[config.mk]
export PLATFORM = sky130hd
export DESIGN_NAME = wb_rob_writer_flat
export DESIGN_NICKNAME = d
export VERILOG_FILES = /design/src/rtl/wb_pkg.sv /design/src/rtl/wb_rob_writer_if.sv /design/src/rtl/wb_fifo2.sv /design/src/rtl/wb_rob_writer.sv /design/src/flat_wrapper.sv
export SDC_FILE = /design/constraint.sdc
export NUM_CORES = 1
export LEC_CHECK = 0
export BUFFER_PORTS_ARGS = -buffer_cell sky130_fd_sc_hd__buf_4
export CORE_MARGIN = 4
export CORE_UTILIZATION = 51
export DETAILED_ROUTE_END_ITERATION = 12
export PLACE_DENSITY = 0.76
export SLEW_MARGIN = 5
export SYNTH_ARGS = -nofsm -noshare
export SYNTH_HDL_FRONTEND = slang
export SYNTH_SLANG_ARGS = --single-unit
[constraint.sdc]
create_clock -name clk -period 3.4 [get_ports clk]
set_input_delay 0.17 -clock clk [delete_from_list [all_inputs] [get_ports clk]]
set_output_delay 0.17 -clock clk [all_outputs]
set_load 0.05 [all_outputs]
[src/rtl/wb_pkg.sv]
// Shared types for the writeback-to-ROB path: the result bundle carried from
// the M/WB and EX/WB registers, and the arbitration source encoding.
package wb_pkg;

  localparam int WORD_SIZE       = 32;
  localparam int INSTR_TYPE_SZ   = 3;
  localparam int ROB_ENTRY_WIDTH = 5;

  typedef struct packed {
    logic [ROB_ENTRY_WIDTH-1:0] rob_id;
    logic [WORD_SIZE-1:0]       pc;
    logic                       exception;
    logic [WORD_SIZE-1:0]       virtual_addr_exception;
    logic [WORD_SIZE-1:0]       data;
    logic [INSTR_TYPE_SZ-1:0]   instruction_type;
  } wb_entry_t;

  typedef enum logic {
    SRC_MEM = 1'b0,
    SRC_ALU = 1'b1
  } src_e;

endpackage

[src/rtl/wb_rob_writer_if.sv]
// Result-bundle inputs, per-source stalls and the ROB write port of the
// writeback writer. The pipeline/ROB side uses master, the writer uses slave.
interface wb_rob_writer_if;
  import wb_pkg::*;

  logic                       mem_valid;
  logic [ROB_ENTRY_WIDTH-1:0] mem_rob_id;
  logic [WORD_SIZE-1:0]       mem_pc;
  logic                       mem_exception;
  logic [WORD_SIZE-1:0]       mem_virtual_addr_exception;
  logic [WORD_SIZE-1:0]       mem_load_data;
  logic [INSTR_TYPE_SZ-1:0]   mem_instruction_type;

  logic                       alu_valid;
  logic [ROB_ENTRY_WIDTH-1:0] alu_rob_id;
  logic [WORD_SIZE-1:0]       alu_pc;
  logic                       alu_exception;
  logic [WORD_SIZE-1:0]       alu_virtual_addr_exception;
  logic [WORD_SIZE-1:0]       alu_result;
  logic [INSTR_TYPE_SZ-1:0]   alu_instruction_type;

  logic                       mem_stall;
  logic                       alu_stall;

  logic                       rob_wr_valid;
  logic [ROB_ENTRY_WIDTH-1:0] rob_wr_rob_id;
  logic [WORD_SIZE-1:0]       rob_wr_pc;
  logic                       rob_wr_exception;
  logic [WORD_SIZE-1:0]       rob_wr_virtual_addr_exception;
  logic [WORD_SIZE-1:0]       rob_wr_data;
  logic [INSTR_TYPE_SZ-1:0]   rob_wr_instruction_type;
  logic                       rob_wr_ready;

  modport master (
    output mem_valid, mem_rob_id, mem_pc, mem_exception, mem_virtual_addr_exception,
           mem_load_data, mem_instruction_type,
    output alu_valid, alu_rob_id, alu_pc, alu_exception, alu_virtual_addr_exception,
           alu_result, alu_instruction_type,
    output rob_wr_ready,
    input  mem_stall, alu_stall,
    input  rob_wr_valid, rob_wr_rob_id, rob_wr_pc, rob_wr_exception,
           rob_wr_virtual_addr_exception, rob_wr_data, rob_wr_instruction_type
  );

  modport slave (
    input  mem_valid, mem_rob_id, mem_pc, mem_exception, mem_virtual_addr_exception,
           mem_load_data, mem_instruction_type,
    input  alu_valid, alu_rob_id, alu_pc, alu_exception, alu_virtual_addr_exception,
           alu_result, alu_instruction_type,
    input  rob_wr_ready,
    output mem_stall, alu_stall,
    output rob_wr_valid, rob_wr_rob_id, rob_wr_pc, rob_wr_exception,
           rob_wr_virtual_addr_exception, rob_wr_data, rob_wr_instruction_type
  );

endinterface

[src/rtl/wb_fifo2.sv]
// Two-entry FIFO of result bundles. A push into a full FIFO is ignored; the
// head is always the oldest entry written before the current edge.
module wb_fifo2
  import wb_pkg::*;
(
  input  logic      clk,
  input  logic      reset,
  input  logic      push,
  input  logic      pop,
  input  wb_entry_t din,
  output wb_entry_t dout,
  output logic      head_valid,
  output logic      full
);

  wb_entry_t  mem_q [2];
  wb_entry_t  mem_d [2];
  logic       wr_ptr_q, wr_ptr_d;
  logic       rd_ptr_q, rd_ptr_d;
  logic [1:0] count_q, count_d;
  logic       do_push, do_pop;

  assign head_valid = (count_q != 2'd0);
  assign full       = (count_q == 2'd2);
  assign dout       = mem_q[rd_ptr_q];
  assign do_push    = push && !full;
  assign do_pop     = pop && head_valid;

  always_comb begin
    // NOTE: every variable gets its default first so no path leaves it unassigned (no latch).
    mem_d    = mem_q;
    wr_ptr_d = wr_ptr_q;
    rd_ptr_d = rd_ptr_q;
    count_d  = count_q;
    if (do_push) begin
      mem_d[wr_ptr_q] = din;
      wr_ptr_d        = ~wr_ptr_q;
    end
    if (do_pop) rd_ptr_d = ~rd_ptr_q;
    case ({do_push, do_pop})
      2'b10:   count_d = count_q + 2'd1;
      2'b01:   count_d = count_q - 2'd1;
      default: count_d = count_q;
    endcase
  end

  // NOTE: sequential state uses non-blocking assignments so all flops update together.
  always_ff @(posedge clk) begin
    if (reset) begin
      wr_ptr_q <= 1'b0;
      rd_ptr_q <= 1'b0;
      count_q  <= 2'd0;
    end else begin
      wr_ptr_q <= wr_ptr_d;
      rd_ptr_q <= rd_ptr_d;
      count_q  <= count_d;
    end
  end

  // NOTE: storage is deliberately not reset; count_q alone says which entries are live.
  always_ff @(posedge clk) begin
    mem_q <= mem_d;
  end

endmodule

[src/rtl/wb_rob_writer.sv]
// Buffers M/WB and EX/WB result bundles in per-source FIFOs and arbitrates
// them round-robin onto a registered ROB write port with valid/ready.
module wb_rob_writer
  import wb_pkg::*;
(
  input  logic            clk,
  input  logic            reset,
  input  logic            flush,
  wb_rob_writer_if.slave  bus,
  output logic            overflow_err
);

  logic      fifo_reset;
  wb_entry_t mem_in, alu_in, mem_head, alu_head;
  logic      mem_head_valid, alu_head_valid;
  logic      mem_full, alu_full;
  logic      mem_pop, alu_pop, may_load;

  wb_entry_t out_q, out_d;
  logic      out_valid_q, out_valid_d;
  src_e      prio_q, prio_d;
  logic      overflow_q, overflow_d;

  assign fifo_reset = reset || flush;

  assign mem_in = '{rob_id: bus.mem_rob_id, pc: bus.mem_pc, exception: bus.mem_exception,
                    virtual_addr_exception: bus.mem_virtual_addr_exception,
                    data: bus.mem_load_data, instruction_type: bus.mem_instruction_type};
  assign alu_in = '{rob_id: bus.alu_rob_id, pc: bus.alu_pc, exception: bus.alu_exception,
                    virtual_addr_exception: bus.alu_virtual_addr_exception,
                    data: bus.alu_result, instruction_type: bus.alu_instruction_type};

  wb_fifo2 u_mem_fifo (
    .clk(clk), .reset(fifo_reset), .push(bus.mem_valid), .pop(mem_pop), .din(mem_in),
    .dout(mem_head), .head_valid(mem_head_valid), .full(mem_full)
  );

  wb_fifo2 u_alu_fifo (
    .clk(clk), .reset(fifo_reset), .push(bus.alu_valid), .pop(alu_pop), .din(alu_in),
    .dout(alu_head), .head_valid(alu_head_valid), .full(alu_full)
  );

  // The output register may reload when empty or when the ROB takes it this edge.
  assign may_load = !out_valid_q || bus.rob_wr_ready;
  assign mem_pop  = may_load && mem_head_valid && (!alu_head_valid || prio_q == SRC_MEM);
  assign alu_pop  = may_load && alu_head_valid && (!mem_head_valid || prio_q == SRC_ALU);

  always_comb begin
    out_d       = out_q;
    out_valid_d = out_valid_q;
    prio_d      = prio_q;
    overflow_d  = overflow_q;
    if (flush) begin
      // Data fields are left as-is; only the valid flag matters to the ROB.
      out_valid_d = 1'b0;
      prio_d      = SRC_MEM;
    end else begin
      if ((bus.mem_valid && mem_full) || (bus.alu_valid && alu_full)) overflow_d = 1'b1;
      if (may_load) begin
        out_valid_d = mem_pop || alu_pop;
        if (mem_pop)      out_d = mem_head;
        else if (alu_pop) out_d = alu_head;
        if (mem_head_valid && alu_head_valid) prio_d = mem_pop ? SRC_ALU : SRC_MEM;
      end
    end
  end

  always_ff @(posedge clk) begin
    if (reset) begin
      out_q       <= '0;
      out_valid_q <= 1'b0;
      prio_q      <= SRC_MEM;
      overflow_q  <= 1'b0;
    end else begin
      out_q       <= out_d;
      out_valid_q <= out_valid_d;
      prio_q      <= prio_d;
      overflow_q  <= overflow_d;
    end
  end

  assign bus.mem_stall                     = mem_full;
  assign bus.alu_stall                     = alu_full;
  assign bus.rob_wr_valid                  = out_valid_q;
  assign bus.rob_wr_rob_id                 = out_q.rob_id;
  assign bus.rob_wr_pc                     = out_q.pc;
  assign bus.rob_wr_exception              = out_q.exception;
  assign bus.rob_wr_virtual_addr_exception = out_q.virtual_addr_exception;
  assign bus.rob_wr_data                   = out_q.data;
  assign bus.rob_wr_instruction_type       = out_q.instruction_type;
  assign overflow_err                      = overflow_q;

endmodule
[src/flat_wrapper.sv]
// flat-port wrapper written by rule: the top's interface ports become plain ports
module wb_rob_writer_flat import wb_pkg::*;
  (clk, reset, flush, overflow_err, bus_mem_valid, bus_mem_rob_id, bus_mem_pc, bus_mem_exception, bus_mem_virtual_addr_exception, bus_mem_load_data, bus_mem_instruction_type, bus_alu_valid, bus_alu_rob_id, bus_alu_pc, bus_alu_exception, bus_alu_virtual_addr_exception, bus_alu_result, bus_alu_instruction_type, bus_rob_wr_ready, bus_mem_stall, bus_alu_stall, bus_rob_wr_valid, bus_rob_wr_rob_id, bus_rob_wr_pc, bus_rob_wr_exception, bus_rob_wr_virtual_addr_exception, bus_rob_wr_data, bus_rob_wr_instruction_type);
  wb_rob_writer_if bus_i ();
  input  logic clk;
  input  logic reset;
  input  logic flush;
  output logic overflow_err;
  input wire logic [$bits(bus_i.mem_valid)-1:0] bus_mem_valid;
  input wire logic [$bits(bus_i.mem_rob_id)-1:0] bus_mem_rob_id;
  input wire logic [$bits(bus_i.mem_pc)-1:0] bus_mem_pc;
  input wire logic [$bits(bus_i.mem_exception)-1:0] bus_mem_exception;
  input wire logic [$bits(bus_i.mem_virtual_addr_exception)-1:0] bus_mem_virtual_addr_exception;
  input wire logic [$bits(bus_i.mem_load_data)-1:0] bus_mem_load_data;
  input wire logic [$bits(bus_i.mem_instruction_type)-1:0] bus_mem_instruction_type;
  input wire logic [$bits(bus_i.alu_valid)-1:0] bus_alu_valid;
  input wire logic [$bits(bus_i.alu_rob_id)-1:0] bus_alu_rob_id;
  input wire logic [$bits(bus_i.alu_pc)-1:0] bus_alu_pc;
  input wire logic [$bits(bus_i.alu_exception)-1:0] bus_alu_exception;
  input wire logic [$bits(bus_i.alu_virtual_addr_exception)-1:0] bus_alu_virtual_addr_exception;
  input wire logic [$bits(bus_i.alu_result)-1:0] bus_alu_result;
  input wire logic [$bits(bus_i.alu_instruction_type)-1:0] bus_alu_instruction_type;
  input wire logic [$bits(bus_i.rob_wr_ready)-1:0] bus_rob_wr_ready;
  output wire logic [$bits(bus_i.mem_stall)-1:0] bus_mem_stall;
  output wire logic [$bits(bus_i.alu_stall)-1:0] bus_alu_stall;
  output wire logic [$bits(bus_i.rob_wr_valid)-1:0] bus_rob_wr_valid;
  output wire logic [$bits(bus_i.rob_wr_rob_id)-1:0] bus_rob_wr_rob_id;
  output wire logic [$bits(bus_i.rob_wr_pc)-1:0] bus_rob_wr_pc;
  output wire logic [$bits(bus_i.rob_wr_exception)-1:0] bus_rob_wr_exception;
  output wire logic [$bits(bus_i.rob_wr_virtual_addr_exception)-1:0] bus_rob_wr_virtual_addr_exception;
  output wire logic [$bits(bus_i.rob_wr_data)-1:0] bus_rob_wr_data;
  output wire logic [$bits(bus_i.rob_wr_instruction_type)-1:0] bus_rob_wr_instruction_type;
  assign bus_i.mem_valid = bus_mem_valid;
  assign bus_i.mem_rob_id = bus_mem_rob_id;
  assign bus_i.mem_pc = bus_mem_pc;
  assign bus_i.mem_exception = bus_mem_exception;
  assign bus_i.mem_virtual_addr_exception = bus_mem_virtual_addr_exception;
  assign bus_i.mem_load_data = bus_mem_load_data;
  assign bus_i.mem_instruction_type = bus_mem_instruction_type;
  assign bus_i.alu_valid = bus_alu_valid;
  assign bus_i.alu_rob_id = bus_alu_rob_id;
  assign bus_i.alu_pc = bus_alu_pc;
  assign bus_i.alu_exception = bus_alu_exception;
  assign bus_i.alu_virtual_addr_exception = bus_alu_virtual_addr_exception;
  assign bus_i.alu_result = bus_alu_result;
  assign bus_i.alu_instruction_type = bus_alu_instruction_type;
  assign bus_i.rob_wr_ready = bus_rob_wr_ready;
  assign bus_mem_stall = bus_i.mem_stall;
  assign bus_alu_stall = bus_i.alu_stall;
  assign bus_rob_wr_valid = bus_i.rob_wr_valid;
  assign bus_rob_wr_rob_id = bus_i.rob_wr_rob_id;
  assign bus_rob_wr_pc = bus_i.rob_wr_pc;
  assign bus_rob_wr_exception = bus_i.rob_wr_exception;
  assign bus_rob_wr_virtual_addr_exception = bus_i.rob_wr_virtual_addr_exception;
  assign bus_rob_wr_data = bus_i.rob_wr_data;
  assign bus_rob_wr_instruction_type = bus_i.rob_wr_instruction_type;
  wb_rob_writer u_core (.clk(clk), .reset(reset), .flush(flush), .bus(bus_i), .overflow_err(overflow_err));
endmodule
==> metrics.txt, run 1 <==
Min-Delay Path Depth 4; iteration count of the initial detailed-routing pass 5; dominant cells by area after synthesis edfxtp_1, dfxtp_1, mux2i_1; clock tree root buffer cell clkbuf_16; largest net degree at the start of global routing 110; met3 wire length 4.344 mm; met2 wire length 28.90 mm; switching share of total power 0.2516; maximum frequency from static timing analysis 349.9 MHz; simple-gate area share of the yosys netlist 0.04037; aggregate routed wire length 56.02 mm; critical register-to-register path endpoint u_core.bus.rob_wr_instruction_type[1]; mux contribution to synthesized area 0.1021; unrepaired setup endpoints after global routing false; area of the mapped netlist 20580 um2; number of enable flip-flop cells after synthesis 420; number of stages on the worst setup path 5; register area share after synthesis 0.7257; number of routed nets with antenna violations 0; worst-margin pin slew 0.9414 ns; required time at the endpoint of the critical path 3.87 ns; number of buffers added by the clock tree synthesis step 54; Setup Viol. Count Final 0; count of buffering cells on the critical path with inverters included 2; switching power 0.004047 W; normalized max-slew margin 0.3724; capture point of the critical path u_core.bus.rob_wr_instruction_type[1]; critical path startpoint u_core.u_alu_fifo.count_q[1]; average cell area after synthesis 16.56 um2; clock period minus final worst setup slack 2.858 ns; portion of total power attributed to sequential cells 0.477; die outline area 43630 um2; post-detailed-route wirelength per cell 24.16 um; area fraction in compound gates after synthesis 0.09594; Total Negative Setup Slacks 0 ns; Max-Cap Viols 0; crit-path max cell delay 0.66 ns; fraction of registers with async set/reset 0; cell family with most CP delay buffers and inverters; type of the tightest min-delay check in2reg; clock tree from TritonCTS done; biggest area consumer among synthesized cells edfxtp_1; category of the critical setup timing path reg2reg; Hold Vio Cnt, Final 0; clock insertion delay at the later pin of the skew report 0.60 ns; main combinational cell family by area after synthesis multiplexers; Power per Cell Area 585.9 nW/um2; most used flip-flop cell after synthesis edfxtp_1; largest driver fanout on the critical path 53; combinational group share of total power 0.140; Sink Count 536; number of register bits inferred by synthesis 536; number of nets produced by synthesis 1461; commonest cells in the synthesized netlist edfxtp_1, mux2i_1, dfxtp_1, o31ai_1; worst-case reg-to-reg path depth 5; Max Clock Skew 0.01709 ns; Worst IR Drop VDD 0.6784 mV; Post-Synth Adder-Cell Area 0.001216; Clock Pin Slew Worst Setup and Hold Paths 0.06 ns; routed via count 13910; total overflow reported by the global router 0; top-level I/O count 325; leakage 9.537 nW; vias in the first global route 14940; Post-CTS Setup Inserts 0; CP Cell Sequence o21a_4, buf_4, o31ai_1, a32o_1, dlygate4sd3_1; outcome complete, no violations; proportion of layout cells with a drive suffix above 1 0.2507; residual DRC count 0; area share of the leading cell type in the synthesized netlist 0.6128; antenna violations before repair 4; final worst-path cycle share 0.8407; horizontal extent of the die 208.9 um; final-report max-slew violation count 0; global placer's final weighted congestion 0.7679; endpoint kind of the worst setup timing path flop; launch instance of the worst register-to-register path u_core.u_alu_fifo.count_q[1]; worst setup slack for register-to-register paths 0.54 ns; ratio of routed vias to standard cells 6.000; Warnings, synthesis 0; number of instances in the synthesized netlist 1243; effective utilization at floorplan 0.5168; number of distinct standard cells referenced by the synthesized netlist 35; count of port buffers added during placement 324; most instantiated library cell after synthesis edfxtp_1; number of nets in the layout 1963; total routing usage reported by global routing 0.2484; topmost layer with routed signal wires met5; Clock power frac 0.383; global-route wire length before repair 85.49 mm; crit start category flop; data arrival at the endpoint of the critical path 3.33 ns; number of buffers on the longest clock path 3; area of the placeable core 39820 um2; Chip Height 208.9 um; starting DRC count in detailed routing 1193; Layout area overhead 33.42%; H-tree depth 2; Cell Rows 73; power consumption 0.01609 W; internal power contribution 0.01204 W; half-perimeter wire length of the detailed placement result 30.96 mm; library cell contributing the largest single delay on the critical path o21a_4; XOR/XNOR share of the synthesized area 0.001702; Metal-1 WL 21.50 mm
## metal layers
metal,global-route usage,vias up
met5,0,-
met4,0.08101,2
met3,0.04924,103
met2,0.4356,688
met1,0.3118,6986
li1,-,6134
## metrics by stage
step | setup WS [ns] | instance area [um2] | utilization | instances | hold WS, ns
3_3_place_gp | 1.045 | 23440 | 0.5885 | 1998 | 0.3549
2_1_floorplan | 0.2822 | 20590 | - | 1243 | 0.2689
6_report | 0.5417 | 27460 | 0.6895 | 2319 | 0.1771
4_1_cts | 0.5533 | 27450 | 0.6893 | 2316 | 0.1471
3_5_place_dp | 0.9836 | 23440 | 0.5885 | 1998 | 0.3576
5_1_grt | 0.3924 | 27460 | 0.6895 | 2319 | 0.1731
## what timing repair did
item | in CTS | in global routing
setup endpoints to repair | 0 | 0
hold buffers | 216 | 0
hold endpoints to repair | 424 | 0
resized for setup | 0 | 0
## power groups by stage
stage | Sequential [W] | Combinational, W | Clock (W)
floorplan | 0.00818 | 0.000856 | 0
global placement | 0.00778 | 0.00195 | 0
detailed placement | 0.00780 | 0.00199 | 0
CTS | 0.00766 | 0.00222 | 0.00622
global route | 0.00770 | 0.00236 | 0.00653
finish | 0.00767 | 0.00225 | 0.00617
## placed cells by master (no fill, tap or decap), types with 3 or more instances in the layout
master and instances:
a21oi_1 8, a32o_1 105, buf_12 11, buf_4 340, bufinv_16 9, clkbuf_1 9
clkbuf_16 54, clkbuf_8 3, clkinv_1 11, clkinv_2 8, clkinvlp_4 5, dfxtp_1 114
diode_2 3, dlygate4sd3_1 216, edfxtp_1 420, inv_1 5, inv_6 3, mux2i_1 210
nand4_1 105, nor2_1 3, o21ai_0 4, o31ai_1 108, or3_1 5, or4_1 3
## worst reg2reg max path, cell delays in order, from the launching register on
cell and delay, ns:
dfxtp_1 0.55, o21a_4 0.66, buf_4 0.59, o31ai_1 0.15, a32o_1 0.24, dlygate4sd3_1 0.55
## worst min path at each step
stage / end / slack (ns) / from
6_report: u_core.u_mem_fifo.rd_ptr_q / 0.18 / bus_rob_wr_ready
3_5_place_dp: u_core.u_mem_fifo.mem_q[180] / 0.36 / bus_mem_pc[7]
2_1_floorplan: u_core.u_alu_fifo.mem_q[0] / 0.27 / bus_alu_instruction_type[0]
4_1_cts: u_core.u_mem_fifo.rd_ptr_q / 0.15 / bus_rob_wr_ready
3_3_place_gp: u_core.u_mem_fifo.mem_q[181] / 0.35 / bus_mem_pc[8]
5_1_grt: u_core.u_mem_fifo.rd_ptr_q / 0.17 / bus_rob_wr_ready
## sequential cells by signal, summed over array words and instances, names as in the netlist
register	count
u_core.bus.rob_wr_exception	1
u_core.u_alu_fifo.rd_ptr_q	1
u_core.bus.rob_wr_data	32
u_core.bus.rob_wr_pc	32
u_core.bus.rob_wr_rob_id	5
u_core.u_alu_fifo.wr_ptr_q	1
u_core.bus.rob_wr_instruction_type	3
u_core.u_alu_fifo.mem_q	210
u_core.overflow_err	1
u_core.u_alu_fifo.count_q	2
u_core.u_mem_fifo.rd_ptr_q	1
u_core.prio_q	1
u_core.u_mem_fifo.mem_q	210
u_core.bus.rob_wr_valid	1
u_core.u_mem_fifo.count_q	2
u_core.u_mem_fifo.wr_ptr_q	1
u_core.bus.rob_wr_virtual_addr_exception	32
## kinds of logic after synthesis
logic type	count (synthesis)
xor+xnor	4
compound gates	231
flops	536
buf+inv	128
simple gates	132
mux	210
fa+ha+maj	2
## area by class of cell
type	instances	area (um2)
Multi-Input combinational cell	579	5031
Inverter	7	33.78
Clock inverter	36	425.4
Timing Repair Buffer	567	4935
Tap cell	525	656.9
Clock buffer	66	1426
Antenna cell	3	7.507
Sequential cell	536	14940
Fill cell	2543	12370
Note: power is estimated with default switching activity, not from simulation.
==> run 2, diff against run 1 <==
- CORE_UTILIZATION: 51 -> 56
- PLACE_DENSITY: 0.76 -> 0.79
- clock period: 3.4 -> 2.8 ns (I/O delays scaled with it)
==> metrics.txt, run 2 (synthesis gave the netlist of run 1 again) <==
outcome complete, no violations (unchanged); count of non-filler cells in the finished layout 2257 (was 2319); dpl cells 1941 (was 1998); total overflow reported by the global router 0 (unchanged); combinational group share of total power 0.147 (was 0.140); endpoint kind of the worst setup timing path flop (unchanged); antenna violations before repair 5 (was 4); area of the placeable core 35910 um2 (was 39820 um2); number of routed nets with antenna violations 0 (unchanged); normalized max-slew margin 0.3566 (was 0.3724); number of buffers added by the clock tree synthesis step 52 (was 54); Clock power frac 0.356 (was 0.383); global-route wire length before repair 86.77 mm (was 85.49 mm); Post-Route Utilization 0.7591 (was 0.6895); portion of total power attributed to sequential cells 0.497 (was 0.477); effective utilization at floorplan 0.5730 (was 0.5168); Cell Rows 69 (was 73); iteration count of the initial detailed-routing pass 5 (unchanged); placed instance area 23490 um2 (was 23440 um2); category of the critical setup timing path reg2reg (unchanged); launch instance of the worst register-to-register path u_core.u_mem_fifo.rd_ptr_q (was u_core.u_alu_fifo.count_q[1]); largest net degree at the start of global routing 105 (was 110); Clock Pin Slew Worst Setup and Hold Paths 0.06 ns (about the same); starting DRC count in detailed routing 1254 (was 1193); crit start category flop (unchanged); critical path startpoint u_core.u_mem_fifo.rd_ptr_q (was u_core.u_alu_fifo.count_q[1]); Power per Cell Area 690.0 nW/um2 (was 585.9 nW/um2); top-level I/O count 325 (unchanged); horizontal extent of the die 199.7 um (was 208.9 um); aggregate routed wire length 58.43 mm (was 56.02 mm); half-perimeter wire length of the detailed placement result 31.11 mm (was 30.96 mm); Worst IR Drop VDD 0.6044 mV (was 0.6784 mV); routed via count 14340 (was 13910); worst setup slack for register-to-register paths 0.46 ns (was 0.54 ns); worst-case reg-to-reg path depth 4 (was 5); residual DRC count 0 (unchanged); Hold Vio Cnt, Final 0 (unchanged); most common library cell in the layout ignoring fill and taps edfxtp_1 (unchanged); type of the tightest min-delay check in2reg (unchanged); critical register-to-register path endpoint u_core.bus.rob_wr_pc[24] (was u_core.bus.rob_wr_instruction_type[1]); internal power contribution 0.01395 W (was 0.01204 W); total routing usage reported by global routing 0.2840 (was 0.2484); largest driver fanout on the critical path 47 (was 53); post-detailed-route wirelength per cell 25.89 um (was 24.16 um); count of port buffers added during placement 324 (unchanged); proportion of layout cells with a drive suffix above 1 0.2522 (was 0.2507); Setup Viol. Count Final 0 (unchanged); number of buffers on the longest clock path 3 (unchanged); required time at the endpoint of the critical path 3.28 ns (was 3.87 ns); Max Clock Skew 0.02949 ns (was 0.01709 ns); Max-Cap Viols 0 (unchanged); switching share of total power 0.2584 (was 0.2516); data arrival at the endpoint of the critical path 2.82 ns (was 3.33 ns); final-report max-slew violation count 0 (unchanged); Post-CTS Setup Inserts 0 (unchanged); ratio of routed vias to standard cells 6.355 (was 6.000); worst-margin pin slew 0.9651 ns (was 0.9414 ns); Design Area, Final 27260 um2 (was 27460 um2); global placer's final weighted congestion 0.7673 (was 0.7679); clock tree from TritonCTS done (unchanged); die outline area 39880 um2 (was 43630 um2); clock tree root buffer cell clkbuf_16 (unchanged); Sink Count 536 (unchanged); vias in the first global route 14760 (was 14940); registers with the most flip-flops u_core.u_alu_fifo.mem_q x210, u_core.u_mem_fifo.mem_q x210 (unchanged); capture point of the critical path u_core.bus.rob_wr_pc[24] (was u_core.bus.rob_wr_instruction_type[1]); unrepaired setup endpoints after global routing false (unchanged); final worst-path cycle share 0.8364 (was 0.8407); commonest non-fill, non-tap cells in the layout edfxtp_1, buf_4, dlygate4sd3_1 (unchanged); switching power 0.004862 W (was 0.004047 W); number of nets in the layout 1967 (was 1963); leakage 9.457 nW (was 9.537 nW); H-tree depth 2 (unchanged); clock insertion delay at the later pin of the skew report 0.60 ns (about the same); clock period minus final worst setup slack 2.342 ns (was 2.858 ns); Layout area overhead 32.47% (was 33.42%); power consumption 0.01881 W (was 0.01609 W); maximum frequency from static timing analysis 427.0 MHz (was 349.9 MHz); Chip Height 199.7 um (was 208.9 um)
run 2: cell types whose count changed in the layout (fill, tap and decap cells not counted), moves of 3 or more:
| cell | before | now |
|---|---|---|
| bufinv_16 | 9 | 2 |
| buf_12 | 11 | 15 |
| buf_4 | 340 | 343 |
| clkbuf_1 | 9 | 17 |
run 2: per-stage QoR:
step	worst slack, ns	setup TNS [ns]	hold slack, ns
2_1_floorplan	-0.08251	-17.03	0.2389
3_3_place_gp	0.6115	0	0.3252
3_5_place_dp	0.5656	0	0.3275
4_1_cts	0.5401	0	0.07601
5_1_grt	0.4357	0	0.1138
6_report	0.4580	0	0.1071
run 2: worst max-delay path, stage by stage, from the launching register on:
cell,delay (ns)
dfxtp_4,0.95
buf_4,0.44
mux2i_1,0.28
nand4_1,0.15
a32o_1,0.33
run 2: layer usage:
metal	wire, um	track usage	up-vias	share of wire
met3	5564	0.05547	131	0.095
met4	1722	0.09560	2	0.029
met5	13	0	-	0.00022
met1	21520	0.3688	7177	0.37
li1	-	-	6130	-
met2	29600	0.4853	903	0.51
run 2: area by class of cell:
class,count,area (um2)
clock inverter,23,160.2
antenna,4,10.01
fill,1965,8653
timing repair buffer,573,5027
clock buffer,74,1445
tap,461,576.8
sequential,536,14940
inverter,7,41.29
multi-input combinational,579,5056
run 2: power groups by stage:
stage | combinational, W | clock, W | sequential (W)
6_report | 0.00277 | 0.00669 | 0.00934
5_1_grt | 0.00291 | 0.00708 | 0.00937
4_1_cts | 0.00272 | 0.00673 | 0.00932
3_5_place_dp | 0.00245 | 0 | 0.00949
3_3_place_gp | 0.00239 | 0 | 0.00946
2_1_floorplan | 0.00105 | 0 | 0.00994
run 2: what timing repair did:
| action | CTS | global route |
|---|---|---|
| hold endpoints to repair | 424 | 0 |
| hold buffers | 215 | 0 |
| gates resized for setup | 0 | 0 |
run 2: how the worst min path moves through the flow:
| stage | slack [ns] | from | end | cells past startpoint |
|---|---|---|---|---|
| after global placement | 0.33 | bus_alu_result[31] | u_core.u_alu_fifo.mem_q[139] | 1 |
| after detailed placement | 0.33 | bus_mem_pc[17] | u_core.u_mem_fifo.mem_q[190] | 1 |
| after CTS | 0.08 | bus_rob_wr_ready | u_core.prio_q | 4 |
| final | 0.11 | bus_rob_wr_ready | u_core.prio_q | 4 |
| after global routing | 0.11 | bus_rob_wr_ready | u_core.prio_q | 4 |
| after floorplan | 0.24 | bus_alu_instruction_type[0] | u_core.u_alu_fifo.mem_q[0] | 0 |
